<file path="config.mk">
export PLATFORM = sky130hd
export DESIGN_NAME = mgt_01_div_unit_xlen
export DESIGN_NICKNAME = d
export VERILOG_FILES = /design/src/rtl/mgt_01_div_unit_xlen.sv
export SDC_FILE = /design/constraint.sdc
export NUM_CORES = 1
export LEC_CHECK = 0
export ABC_AREA = 1
export CAP_MARGIN = 10
export CELL_PAD_IN_SITES_DETAIL_PLACEMENT = 0
export CELL_PAD_IN_SITES_GLOBAL_PLACEMENT = 1
export CORE_MARGIN = 3
export CORE_UTILIZATION = 43
export CTS_CLUSTER_DIAMETER = 60
export DETAILED_ROUTE_END_ITERATION = 6
export PLACE_DENSITY = 0.8
export SLEW_MARGIN = 25
export SYNTH_ARGS = -nofsm -noshare
export SYNTH_HDL_FRONTEND = slang
export SYNTH_SLANG_ARGS = --single-unit
export TNS_END_PERCENT = 5
</file>
<file path="constraint.sdc">
create_clock -name clk_i -period 4.85 [get_ports clk_i]
set_input_delay 0.7275 -clock clk_i [delete_from_list [all_inputs] [get_ports clk_i]]
set_output_delay 0.7275 -clock clk_i [all_outputs]
set_load 0.03 [all_outputs]
</file>
<file path="src/rtl/mgt_01_div_unit_xlen.sv">
// MicroGT-01 divide unit: RV32M DIV/DIVU/REM/REMU via radix-2 non-restoring iteration, with kill and clock enable.
// Optional feature macro MGT01_DIV_OPERAND_REUSE_EN keeps the last result pair for repeated operands.
`timescale 1ns/1ps

package mgt_01_div_pkg;
    typedef enum logic [1:0] {
        DIV_  = 2'b00,
        DIVU_ = 2'b01,
        REM_  = 2'b10,
        REMU_ = 2'b11
    } div_ops_e;

    typedef enum logic {
        FREE = 1'b0,
        BUSY = 1'b1
    } fu_state_e;
endpackage

module mgt_01_div_unit_xlen
    import mgt_01_div_pkg::*;
#(
    parameter int XLEN = 32
) (
    input  logic            clk_i,
    input  logic            rst_n_i,
    input  logic            clk_en_i,
    input  logic            valid_i,
    output logic            ready_o,
    input  logic [XLEN-1:0] dividend_i,
    input  logic [XLEN-1:0] divisor_i,
    input  div_ops_e        operation_i,
    input  logic            kill_i,
    output logic            valid_o,
    output logic [XLEN-1:0] result_o,
    output logic            zero_divide_o,
    output fu_state_e       fu_state_o
);

    localparam int CW = $clog2(XLEN);

    localparam logic [1:0] IDLE    = 2'd0;
    localparam logic [1:0] DIVIDE  = 2'd1;
    localparam logic [1:0] RESTORE = 2'd2;
    localparam logic [1:0] DONE    = 2'd3;

    localparam logic [XLEN-1:0] INT_MIN = {1'b1, {(XLEN-1){1'b0}}};

    logic [1:0]      state_reg, state_next;
    logic [CW-1:0]   cnt_reg;
    logic [XLEN:0]   p_reg;
    logic [XLEN-1:0] a_reg;
    logic [XLEN:0]   b_reg;
    logic            is_rem_reg, neg_q_reg, neg_r_reg;
    logic [XLEN-1:0] result_reg;
    logic            zero_div_reg;

    logic            op_signed, op_rem, dvd_neg, dvs_neg;
    logic            div_zero, sgn_ovf, special, accept, reuse_hit;
    logic [XLEN-1:0] dvd_mag, special_result, reuse_result, q_final, r_final;
    logic [XLEN:0]   dvs_ext, dvs_mag, p_shift, p_step, p_fix;

    assign op_signed = (operation_i == DIV_) || (operation_i == REM_);
    assign op_rem    = (operation_i == REM_) || (operation_i == REMU_);
    assign dvd_neg   = op_signed & dividend_i[XLEN-1];
    assign dvs_neg   = op_signed & divisor_i[XLEN-1];

    // The dividend magnitude of INT_MIN is 2^(XLEN-1), which still fits XLEN unsigned bits.
    assign dvd_mag = dvd_neg ? ({XLEN{1'b0}} - dividend_i) : dividend_i;
    assign dvs_ext = {dvs_neg, divisor_i};
    assign dvs_mag = dvs_neg ? ({(XLEN+1){1'b0}} - dvs_ext) : dvs_ext;

    assign div_zero = (divisor_i == {XLEN{1'b0}});
    assign sgn_ovf  = op_signed && (dividend_i == INT_MIN) && (divisor_i == {XLEN{1'b1}});
    assign special  = div_zero || sgn_ovf;

    always_comb begin
        special_result = {XLEN{1'b0}};
        if (div_zero) begin
            special_result = op_rem ? dividend_i : {XLEN{1'b1}};
        end else begin
            special_result = op_rem ? {XLEN{1'b0}} : dividend_i;
        end
    end

    assign accept = valid_i && (state_reg == IDLE) && !kill_i;

    // One non-restoring step: the sign of the old partial remainder picks add or subtract.
    assign p_shift = {p_reg[XLEN-1:0], a_reg[XLEN-1]};
    assign p_step  = p_reg[XLEN] ? (p_shift + b_reg) : (p_shift - b_reg);
    assign p_fix   = p_reg[XLEN] ? (p_reg + b_reg) : p_reg;

    assign q_final = neg_q_reg ? ({XLEN{1'b0}} - a_reg) : a_reg;
    assign r_final = neg_r_reg ? ({XLEN{1'b0}} - p_fix[XLEN-1:0]) : p_fix[XLEN-1:0];

    always_comb begin
        state_next = state_reg;
        case (state_reg)
            IDLE: begin
                if (accept) begin
                    state_next = (special || reuse_hit) ? DONE : DIVIDE;
                end
            end
            DIVIDE: begin
                if (cnt_reg == CW'(XLEN-1)) begin
                    state_next = RESTORE;
                end
            end
            RESTORE: state_next = DONE;
            default: state_next = IDLE;
        endcase
        if (kill_i) begin
            state_next = IDLE;
        end
    end

    always_ff @(posedge clk_i or negedge rst_n_i) begin
        if (!rst_n_i) begin
            state_reg    <= IDLE;
            cnt_reg      <= '0;
            p_reg        <= '0;
            a_reg        <= '0;
            b_reg        <= '0;
            is_rem_reg   <= 1'b0;
            neg_q_reg    <= 1'b0;
            neg_r_reg    <= 1'b0;
            result_reg   <= '0;
            zero_div_reg <= 1'b0;
        end else if (clk_en_i) begin
            state_reg <= state_next;
            if (kill_i) begin
                cnt_reg <= '0;
            end else if (accept) begin
                cnt_reg    <= '0;
                p_reg      <= '0;
                a_reg      <= dvd_mag;
                b_reg      <= dvs_mag;
                is_rem_reg <= op_rem;
                neg_q_reg  <= dvd_neg ^ dvs_neg;
                neg_r_reg  <= dvd_neg;
                if (special) begin
                    result_reg   <= special_result;
                    zero_div_reg <= div_zero;
                end else if (reuse_hit) begin
                    result_reg   <= reuse_result;
                    zero_div_reg <= 1'b0;
                end else begin
                    zero_div_reg <= 1'b0;
                end
            end else if (state_reg == DIVIDE) begin
                cnt_reg <= cnt_reg + 1'b1;
                p_reg   <= p_step;
                a_reg   <= {a_reg[XLEN-2:0], ~p_step[XLEN]};
            end else if (state_reg == RESTORE) begin
                p_reg      <= p_fix;
                result_reg <= is_rem_reg ? r_final : q_final;
            end
        end
    end

`ifdef MGT01_DIV_OPERAND_REUSE_EN
    logic            reuse_vld_reg, reuse_sgn_reg, cur_sgn_reg;
    logic [XLEN-1:0] reuse_dvd_reg, reuse_dvs_reg, reuse_quo_reg, reuse_rem_reg;
    logic [XLEN-1:0] cur_dvd_reg, cur_dvs_reg;

    assign reuse_hit = reuse_vld_reg && (dividend_i == reuse_dvd_reg) &&
                       (divisor_i == reuse_dvs_reg) && (op_signed == reuse_sgn_reg);
    assign reuse_result = op_rem ? reuse_rem_reg : reuse_quo_reg;

    // Raw operands are latched at accept so the entry can be tagged when the divide finishes.
    always_ff @(posedge clk_i or negedge rst_n_i) begin
        if (!rst_n_i) begin
            reuse_vld_reg <= 1'b0;
            reuse_sgn_reg <= 1'b0;
            reuse_dvd_reg <= '0;
            reuse_dvs_reg <= '0;
            reuse_quo_reg <= '0;
            reuse_rem_reg <= '0;
            cur_sgn_reg   <= 1'b0;
            cur_dvd_reg   <= '0;
            cur_dvs_reg   <= '0;
        end else if (clk_en_i) begin
            if (kill_i) begin
                reuse_vld_reg <= 1'b0;
            end else begin
                if (accept) begin
                    cur_sgn_reg <= op_signed;
                    cur_dvd_reg <= dividend_i;
                    cur_dvs_reg <= divisor_i;
                end
                if (state_reg == RESTORE) begin
                    reuse_vld_reg <= 1'b1;
                    reuse_sgn_reg <= cur_sgn_reg;
                    reuse_dvd_reg <= cur_dvd_reg;
                    reuse_dvs_reg <= cur_dvs_reg;
                    reuse_quo_reg <= q_final;
                    reuse_rem_reg <= r_final;
                end
            end
        end
    end
`else
    assign reuse_hit    = 1'b0;
    assign reuse_result = {XLEN{1'b0}};
`endif

    assign ready_o       = (state_reg == IDLE);
    assign valid_o       = (state_reg == DONE) && !kill_i;
    assign result_o      = result_reg;
    assign zero_divide_o = zero_div_reg;
    assign fu_state_o    = (state_reg == IDLE) ? FREE : BUSY;

endmodule

</file>
; Word-level counts from Yosys, hierarchy flattened
; Cells that the tools add are included.
[totals]
inputBits = 71
wordCells = 86
register_bits = 141
[op_classes]
n_bitwise = 5
reduce_logical = 22
eq_ne = 12
n_addsub = 8
n_mux = 29
[ops]
columns = cell, count
row1 = $mux W32, 13
row2 = $mux W33, 6
row3 = $sub A1 B32 Y32 const A, 3
row4 = $add A33 B33 Y33, 2
row5 = $eq A32 B32 Y1 const B, 2
row6 = $sub A1 B33 Y33 const A, 1
row7 = $sub A33 B33 Y33, 1
row8 = $logic_not A32 Y1, 1
row9 = $mux W5, 3
row10 = $reduce_and A3 Y1, 4
row11 = $eq A2 B2 Y1 const B, 4
row12 = $mux W2, 4
row13 = $pmux W2 S3, 1
row14 = $reduce_bool A3 Y1, 2
row15 = $add A5 B1 Y5 const B, 1
row16 = $eq A5 B5 Y1 const B, 1
row17 = $logic_and A1 B1 Y1, 5
row18 = $reduce_and A5 Y1, 1
row19 = $logic_not A2 Y1, 2
row20 = $ne A2 B2 Y1 const B, 2
row21 = $reduce_bool A2 Y1, 2
row22 = $logic_or A1 B1 Y1, 3
row23 = $ne A3 B1 Y1 const B, 1
row24 = $ne A3 B3 Y1 const B, 1
row25 = other kinds (7), 10

; Logic depth before layout (Yosys ltp)
; Gate-level depths: netlist of run 1.
[depth]
word_depth = 9
mapped_depth = 25
depth_no_buf = 25

; Worst setup path before layout of run 1
; Ideal clock, no wire load.
[synth_path]
path_kind = reg-to-reg
start = reg p_reg[32]
end = reg p_reg[30]
required_ns = 4.767
n_path_buf = 5
setup_time_ns = 0.083
stages_incl_launch_ff = 23
path_slack_ns = 1.110
arrival_time_ns = 3.657
cell_sequence = dfrtp_1 buf_6 buf_2 buf_2 buf_1 clkbuf_1 nor2_1 xor2_1 ha_1 a21oi_1 nand2_1 a21oi_1 inv_1 nand3_1 nand3_1 nand2_1 o211ai_1 a21oi_1 o21ai_0 or2_2 nand3_1 nand3_1 o21ai_0
[synth_via]
elab_chain_len = 4
[synth_lines]
columns = element, line_no
row1 = from (decl), 50  ; logic [XLEN:0] p_reg;
row2 = from (signal assigned), 151  ; p_reg <= p_step;
row3 = from (signal assigned), 154  ; p_reg <= p_fix;
row4 = $mux W33, 90  ; assign p_fix = p_reg[XLEN] ? (p_reg + b_reg) : p_reg;
row5 = $mux W33, 153  ; end else if (state_reg == RESTORE) begin
row6 = $mux W33 (*), 149  ; end else if (state_reg == DIVIDE) begin
row7 = $mux W33 (*), 132  ; end else if (accept) begin
; Mark *: on every way between the ends. The rest lies on a longest branch, timed or not. The select of a mux whose other input is x is not followed.
; A chain may end at the register's enable or synchronous reset.

; Worst setup path in the final report of run 1
[layout_path]
start = reg b_reg[1]
end = reg p_reg[30]
[layout_via]
elab_chain_len = 5
[layout_lines]
columns = element, line_no
row1 = from (decl), 52  ; logic [XLEN:0] b_reg;
row2 = from (signal assigned), 136  ; b_reg <= dvs_mag;
row3 = $add A33 B33 Y33, 90
row4 = $mux W33, 90
row5 = $mux W33, 153
row6 = $mux W33 (*), 149
row7 = $mux W33 (*), 132
; Marked as above.

==> flow_summary.toml, run 1 <==
[route]
wire_per_inst_um = 17.6
post_drt_via_cell_ratio = 5.49
dr.pass1.iters = 5
detail-route-antenna-nets = 0
drc = 0
drt_wl_total_um = 53800
num_vias = 16700
first_iter_violations = 1324

[yosys]
synthMuxAreaShare_pct = 0
async_reset_ff_share_pct = 100
synth_flop_cell = "dfrtp_1"
synth.distinct_cells = 55
syn_avg_cell_area_um2 = 6.11
yosys_warnings = 0
synth-compound-area-share_pct = 20.5
yosysTopAreaCellShare_pct = 22.9
synth-edff-count = 0
synth_area_leaders = "dfrtp_1 23%, nand2_1 16%, o21ai_0 8.2%, inv_1 8.2%, ha_1 6.3%"
synth_area_leader_cell = "dfrtp_1"
synth-simple-area-share_pct = 33.4
synthCells = 2519
synth_top_family_by_area = "simple AND/OR/NAND/NOR gates"
synth_seq_cells = 141
synthXorXnorAreaFrac_pct = 5.58
synth_fa_ha_area_share_pct = 6.52
synth_area_um2 = 15400
syn-num-nets = 2669
synth_seq_area_share_pct = 22.9

[grt]
antenna_found_initial = 3
grt.overflow.total = 0
grt_pass1_vias = 15600
grt_pass1_wl_um = 85100
grt_max_degree = 76
grt_usage_pct = 27.9

[die]
dieHeight_um = 195
initial_core_util_pct = 44.1
fp.dieW_um = 195
num_io_pins = 107
die-area_um2 = 38100
design.core.area_um2 = 34900
fp-row-count = 68

[final_layout]
antenna_cells = 0
drive_gt1_share_pct = 5.89
fillCellCount = 3685
post-route-util_pct = 50.3
area_growth_pct = 14.0
nNetsFinal = 2735

[power_and_ir_drop]
swShare_pct = 56.2
power_frac_comb_pct = 71.2
p_leak_nw = 8.49
max-vdd-ir-drop_v = 0.000437
power_density_nw_per_um2 = 761
seq_power_share_pct = 17.9
power_w = 0.0133
p_int_w = 0.00584
clkPwrFrac_pct = 11.0
p_sw_w = 0.00751

[clock_tree]
clk_pin_slew_ns = 0.07
htreeDepth = 4
clock_sinks = 141
post_cts_buffers = 0
cts.repair.resized = 0
clk_latency_ns = 0.46
numCtsBuffers = 17
cts_tree = "done"
clockBufferDepth = 2
cts_hold_buffers = 0
cts-root-buf = "clkbuf_16"

[timing]
worst_slew_pin_slew_ns = 0.995
setup_tns_ns = 0
fin_crit_sh_pct = 92.4
skew_ns = 0.0168
hold_violations = 0
setup_ws_ns = 0.367
slew_headroom_pct = 33.6
min_period_ns = 4.48
fmax_ghz = 0.223
whs_ns = 0.283
maxSlewViolCount = 0
setup_viol = 0

[worst_setup_path]
crit_path_end_kind = "register"
crit_family = "simple AND/OR/NAND/NOR gates"
required_ns = 5.21
max_stage_delay_ns = 0.44
critical-path-slowest-cell = "dfrtp_1"
start_kind = "register"
critPathMostFrequentCell = "o21ai_0"
path_max_fanout = 5
crit_type = "reg2reg"
path_cells = "nor3_2 -> nand2_1 -> nor3_1 -> nand2_1 -> nor3_2 -> inv_1 -> nor4_1 -> inv_1 -> o21ai_0 -> xor2_1 -> ha_1 -> a21oi_1 -> o21ai_0 -> a21oi_1 -> nand3_1 -> nand2_1 -> o211ai_1 -> a21oi_2 -> o21ai_0 -> or2_2 -> nand3_1 -> nand3_1 -> o21ai_0"
crit_buf_inv = 2
arrival_ns = 4.85

[place]
portBuffers = 106
post-place-ws_ns = 0.262
dp_hpwl_um = 41800
gp_congestion = 0.948

[flow_run]
maxCapViolations = 0

[status]
status = "finished, final reports clean"

[worst_hold_path]
hold_class = "in2async"
-- cell families (layout without fill, tap and decap cells) --
family / count (synthesis) / after routing
buf+inv: 440 / 519
fa+ha+maj: 79 / 79
simple gates: 1193 / 1193
compound gates: 568 / 568
xor+xnor: 98 / 98
flops: 141 / 141
-- per-stage QoR --
step	instances	instance area, um^2
3_5_place_dp	3021	16900
2_1_floorplan	2519	15400
4_1_cts	3053	17500
5_1_grt	3053	17500
3_3_place_gp	3021	16900
6_report	3053	17500
-- Yosys cell counts (3+ instances only) --
cell	count
nor3_1	38
or2_2	6
nor3_2	7
o22ai_1	14
dfrtp_1	141
nand3_2	8
clkbuf_1	64
a31oi_1	13
nand2_2	17
ha_1	77
nor2_4	5
nor2_1	229
a21o_1	7
a21oi_1	185
a21oi_2	7
inv_1	337
o221ai_1	9
buf_4	3
nand4_1	37
buf_1	7
buf_2	11
nand2_1	637
nand2_4	4
o21ai_2	3
nor2_2	12
o21ai_0	253
inv_2	12
xor2_1	76
nor4_1	11
nand3_1	170
and2_1	4
xnor2_1	22
a32o_1	5
o31ai_1	5
o211ai_1	32
o21ai_1	12
o21bai_1	9
clkinv_1	4
nand3b_1	3
o21a_1	4
-- layout by cell type (no fill, tap or decap), types with 5 or more instances in the layout --
master and n:
o221ai_1 9, a31oi_1 13, inv_1 337, o21bai_1 9, or2_2 6, a21oi_2 8, a21o_1 7, nand2_1 637
nor3_1 34, xnor2_1 22, nor2_4 6, nand3_2 8, nand4_1 37, a21oi_1 183, ha_1 77, o31ai_1 5
o211ai_1 32, nand3_1 170, buf_4 27, nor2_1 226, nor2_2 14, inv_2 12, o21ai_1 14, nor4_1 10
clkbuf_16 17, dfrtp_1 140, nor3_2 11, o22ai_1 14, xor2_1 76, o21ai_0 251, nand2_2 17, a32o_1 5
clkdlybuf4s50_1 105
-- cell type report --
type	count	area (um^2)	area share, %
Tap cell	455	569	3.25
Sequential cell	141	3530	20.1
Clock buffer	21	450	2.57
Multi-Input combinational cell	1938	10200	58.2
Timing Repair Buffer	134	1280	7.33
Clock inverter	11	165	0.942
Inverter	353	1330	7.56
-- worst register-to-register path, delay by kind of cell, from the launching register on --
kind            cells  cell delay (ns)
simple gates       11             1.89
flops               1             0.44
xor+xnor            1             0.18
compound gates      8             1.33
buf+inv             2             0.26
fa+ha+maj           1             0.29
-- power by group through the flow --
stage	combinational (W)	sequential [W]	clock, W
finish	0.00950	0.00238	0.00147
global route	0.0107	0.00246	0.00154
CTS	0.00940	0.00238	0.00149
detailed placement	0.00935	0.00240	0
global placement	0.00926	0.00239	0
floorplan	0.00673	0.00240	0
-- layer usage --
metal  up-vias  part of all wire [%]  wire length [um]  global-route usage [%]
li1       8398                     -                 -                       -
met1      7780                    47             25200                    39.7
met2       481                    44             23800                    43.5
met3        82                   5.8              3150                    4.55
met4         6                   3.1              1690                    8.85
met5         -                 0.069                37                       0
-- final timing paths --
| check | startpoint | to | slack [ns] | cells past startpoint |
|---|---|---|---|---|
| setup / recovery | b_reg[1] | p_reg[30] | 0.37 | 23 |
| hold reg to reg | result_o[10] | result_o[10] | 0.49 | 2 |
| hold / removal | rst_n_i | b_reg[29] | 0.28 | 1 |
| max in group asynchronous | rst_n_i | a_reg[27] | 3.51 | 2 |
| setup reg to reg | b_reg[1] | p_reg[30] | 0.37 | 23 |
| min in group clk_i | result_o[10] | result_o[10] | 0.49 | 2 |
No activity file was read; power rests on OpenSTA's default activity.
==> run 2, diff against run 1 <==
TNS_END_PERCENT = 10   (was 5)
==> results of run 2 <==
Final layout, timing and power as in run 1 (identical DEF).
==> run 3, diff against run 2 <==
SLEW_MARGIN = 20   (was 25)
clock period = 4.4 ns   (was 4.85 ns; I/O delays follow)
==> flow_summary.toml, run 3 (synthesis gave the netlist of run 1 again) <==
[grt]
grt_max_degree = 76
grt_usage_pct = 28.1
grt_pass1_wl_um = 86200
grt_pass1_vias = 15800
grt.overflow.total = 0
antenna_found_initial = 1

[place]
place_inst = 3033
post-place-ws_ns = 0.0594
gp_congestion = 0.950
portBuffers = 106
dp_hpwl_um = 42600

[die]
dieHeight_um = 195
fp.dieW_um = 195
fp-row-count = 68
die-area_um2 = 38100
design.core.area_um2 = 34900
initial_core_util_pct = 44.1
num_io_pins = 107

[route]
first_iter_violations = 1467
post_drt_via_cell_ratio = 5.52
dr.pass1.iters = 5
drt_wl_total_um = 54300
drc = 0
num_vias = 16900
wire_per_inst_um = 17.7
detail-route-antenna-nets = 0

[timing]
setup_viol = 0
worst_slew_pin_slew_ns = 1.05
maxSlewViolCount = 0
setup_ws_ns = 0.318
fin_crit_sh_pct = 92.8
hold_violations = 0
setup_tns_ns = 0
slew_headroom_pct = 29.6
fmax_ghz = 0.245
min_period_ns = 4.08
skew_ns = 0.0137
whs_ns = 0.234

[final_layout]
mostFrequentLayoutCell = "nand2_1"
fin_cells = 3066
area_growth_pct = 15.0
final_cell_mix = "636 x nand2_1, 336 x inv_1, 249 x o21ai_0, 226 x nor2_1, 181 x a21oi_1"
nNetsFinal = 2748
antenna_cells = 0
fillCellCount = 3685
drive_gt1_share_pct = 6.59

[clock_tree]
htreeDepth = 4
clock_sinks = 141
numCtsBuffers = 17
cts-root-buf = "clkbuf_16"
clockBufferDepth = 2
cts_tree = "done"
clk_pin_slew_ns = 0.07
clk_latency_ns = 0.45

[worst_hold_path]
hold_class = "in2async"

[status]
status = "finished, final reports clean"

[worst_setup_path]
startpoint = "b_reg[0]"
path_max_fanout = 4
arrival_ns = 4.45
ff2ff_setup_slack_ns = 0.32
crit_path_end_kind = "register"
crit_type = "reg2reg"
rr_startpoint = "b_reg[0]"
required_ns = 4.77
start_kind = "register"
timing.rr.end = "p_reg[30]"
r2r_cells = 25

[flow_run]
maxCapViolations = 0

[power_and_ir_drop]
p_leak_nw = 8.58
power_density_nw_per_um2 = 849
max-vdd-ir-drop_v = 0.000404
power_w = 0.0150
run 3: repair_timing:
item                                    4_1_cts  5_1_grt
endpoints found under the setup margin        0       13
hold buffers                                  0        0
gates resized for setup                       0       16
setup buffers                                 0        1
run 3: metrics by stage:
step | instance area, um^2 | utilization (%)
2_1_floorplan | 15400 | -
3_3_place_gp | 17000 | 48.6
3_5_place_dp | 17000 | 48.6
4_1_cts | 17600 | 50.5
5_1_grt | 17700 | 50.7
6_report | 17700 | 50.7
run 3: layout make-up:
cell class                      count  area [um^2]  share of cell area, %
Clock inverter                     11          186                   1.05
Sequential cell                   141         3530                   20.0
Timing Repair Buffer              147         1370                   7.75
Tap cell                          455          569                   3.22
Inverter                          353         1330                   7.49
Multi-Input combinational cell   1938        10200                   57.9
Clock buffer                       21          470                   2.66
run 3: report_power, final:
group | total (W) | switching [W] | internal [W]
combinational | 0.0106 | 0.00693 | 0.00372
clock | 0.00171 | 0.000660 | 0.00105
sequential | 0.00267 | 0.000786 | 0.00188
total | 0.0150 | 0.00837 | 0.00665
run 3: routing by layer:
layer	GRT usage (%)	wire (um)	vias to the layer above
li1	-	-	8421
met1	40.4	25500	7939
met2	45.0	24800	520
met3	3.67	2850	55
met4	6.92	1150	0
met5	0	0	-
run 3: how the worst max path moves through the flow:
stage,endpoint,cells past startpoint
CTS,a_reg[0],24
global placement,p_reg[30],23
global route,a_reg[0],24
finish,p_reg[30],25
floorplan,p_reg[30],22
detailed placement,a_reg[0],24
run 3: critical path: stages, from the launching register on:
cell,delay (ns)
dfrtp_1,0.42
inv_1,0.10
ha_1,0.19
nand4_1,0.15
nor3_1,0.19
buf_4,0.16
nand2_1,0.08
nor4_2,0.19
nand3_1,0.17
nor2_4,0.16
nand3_1,0.09
nand2_1,0.08
xnor2_1,0.12
ha_1,0.26
nand2_1,0.14
o21ai_0,0.12
a21oi_1,0.17
nand3_2,0.13
nand2_1,0.08
o211ai_1,0.14
a21oi_2,0.24
o21ai_0,0.12
or2_2,0.28
nand3_1,0.07
nand3_1,0.07
o21ai_0,0.11
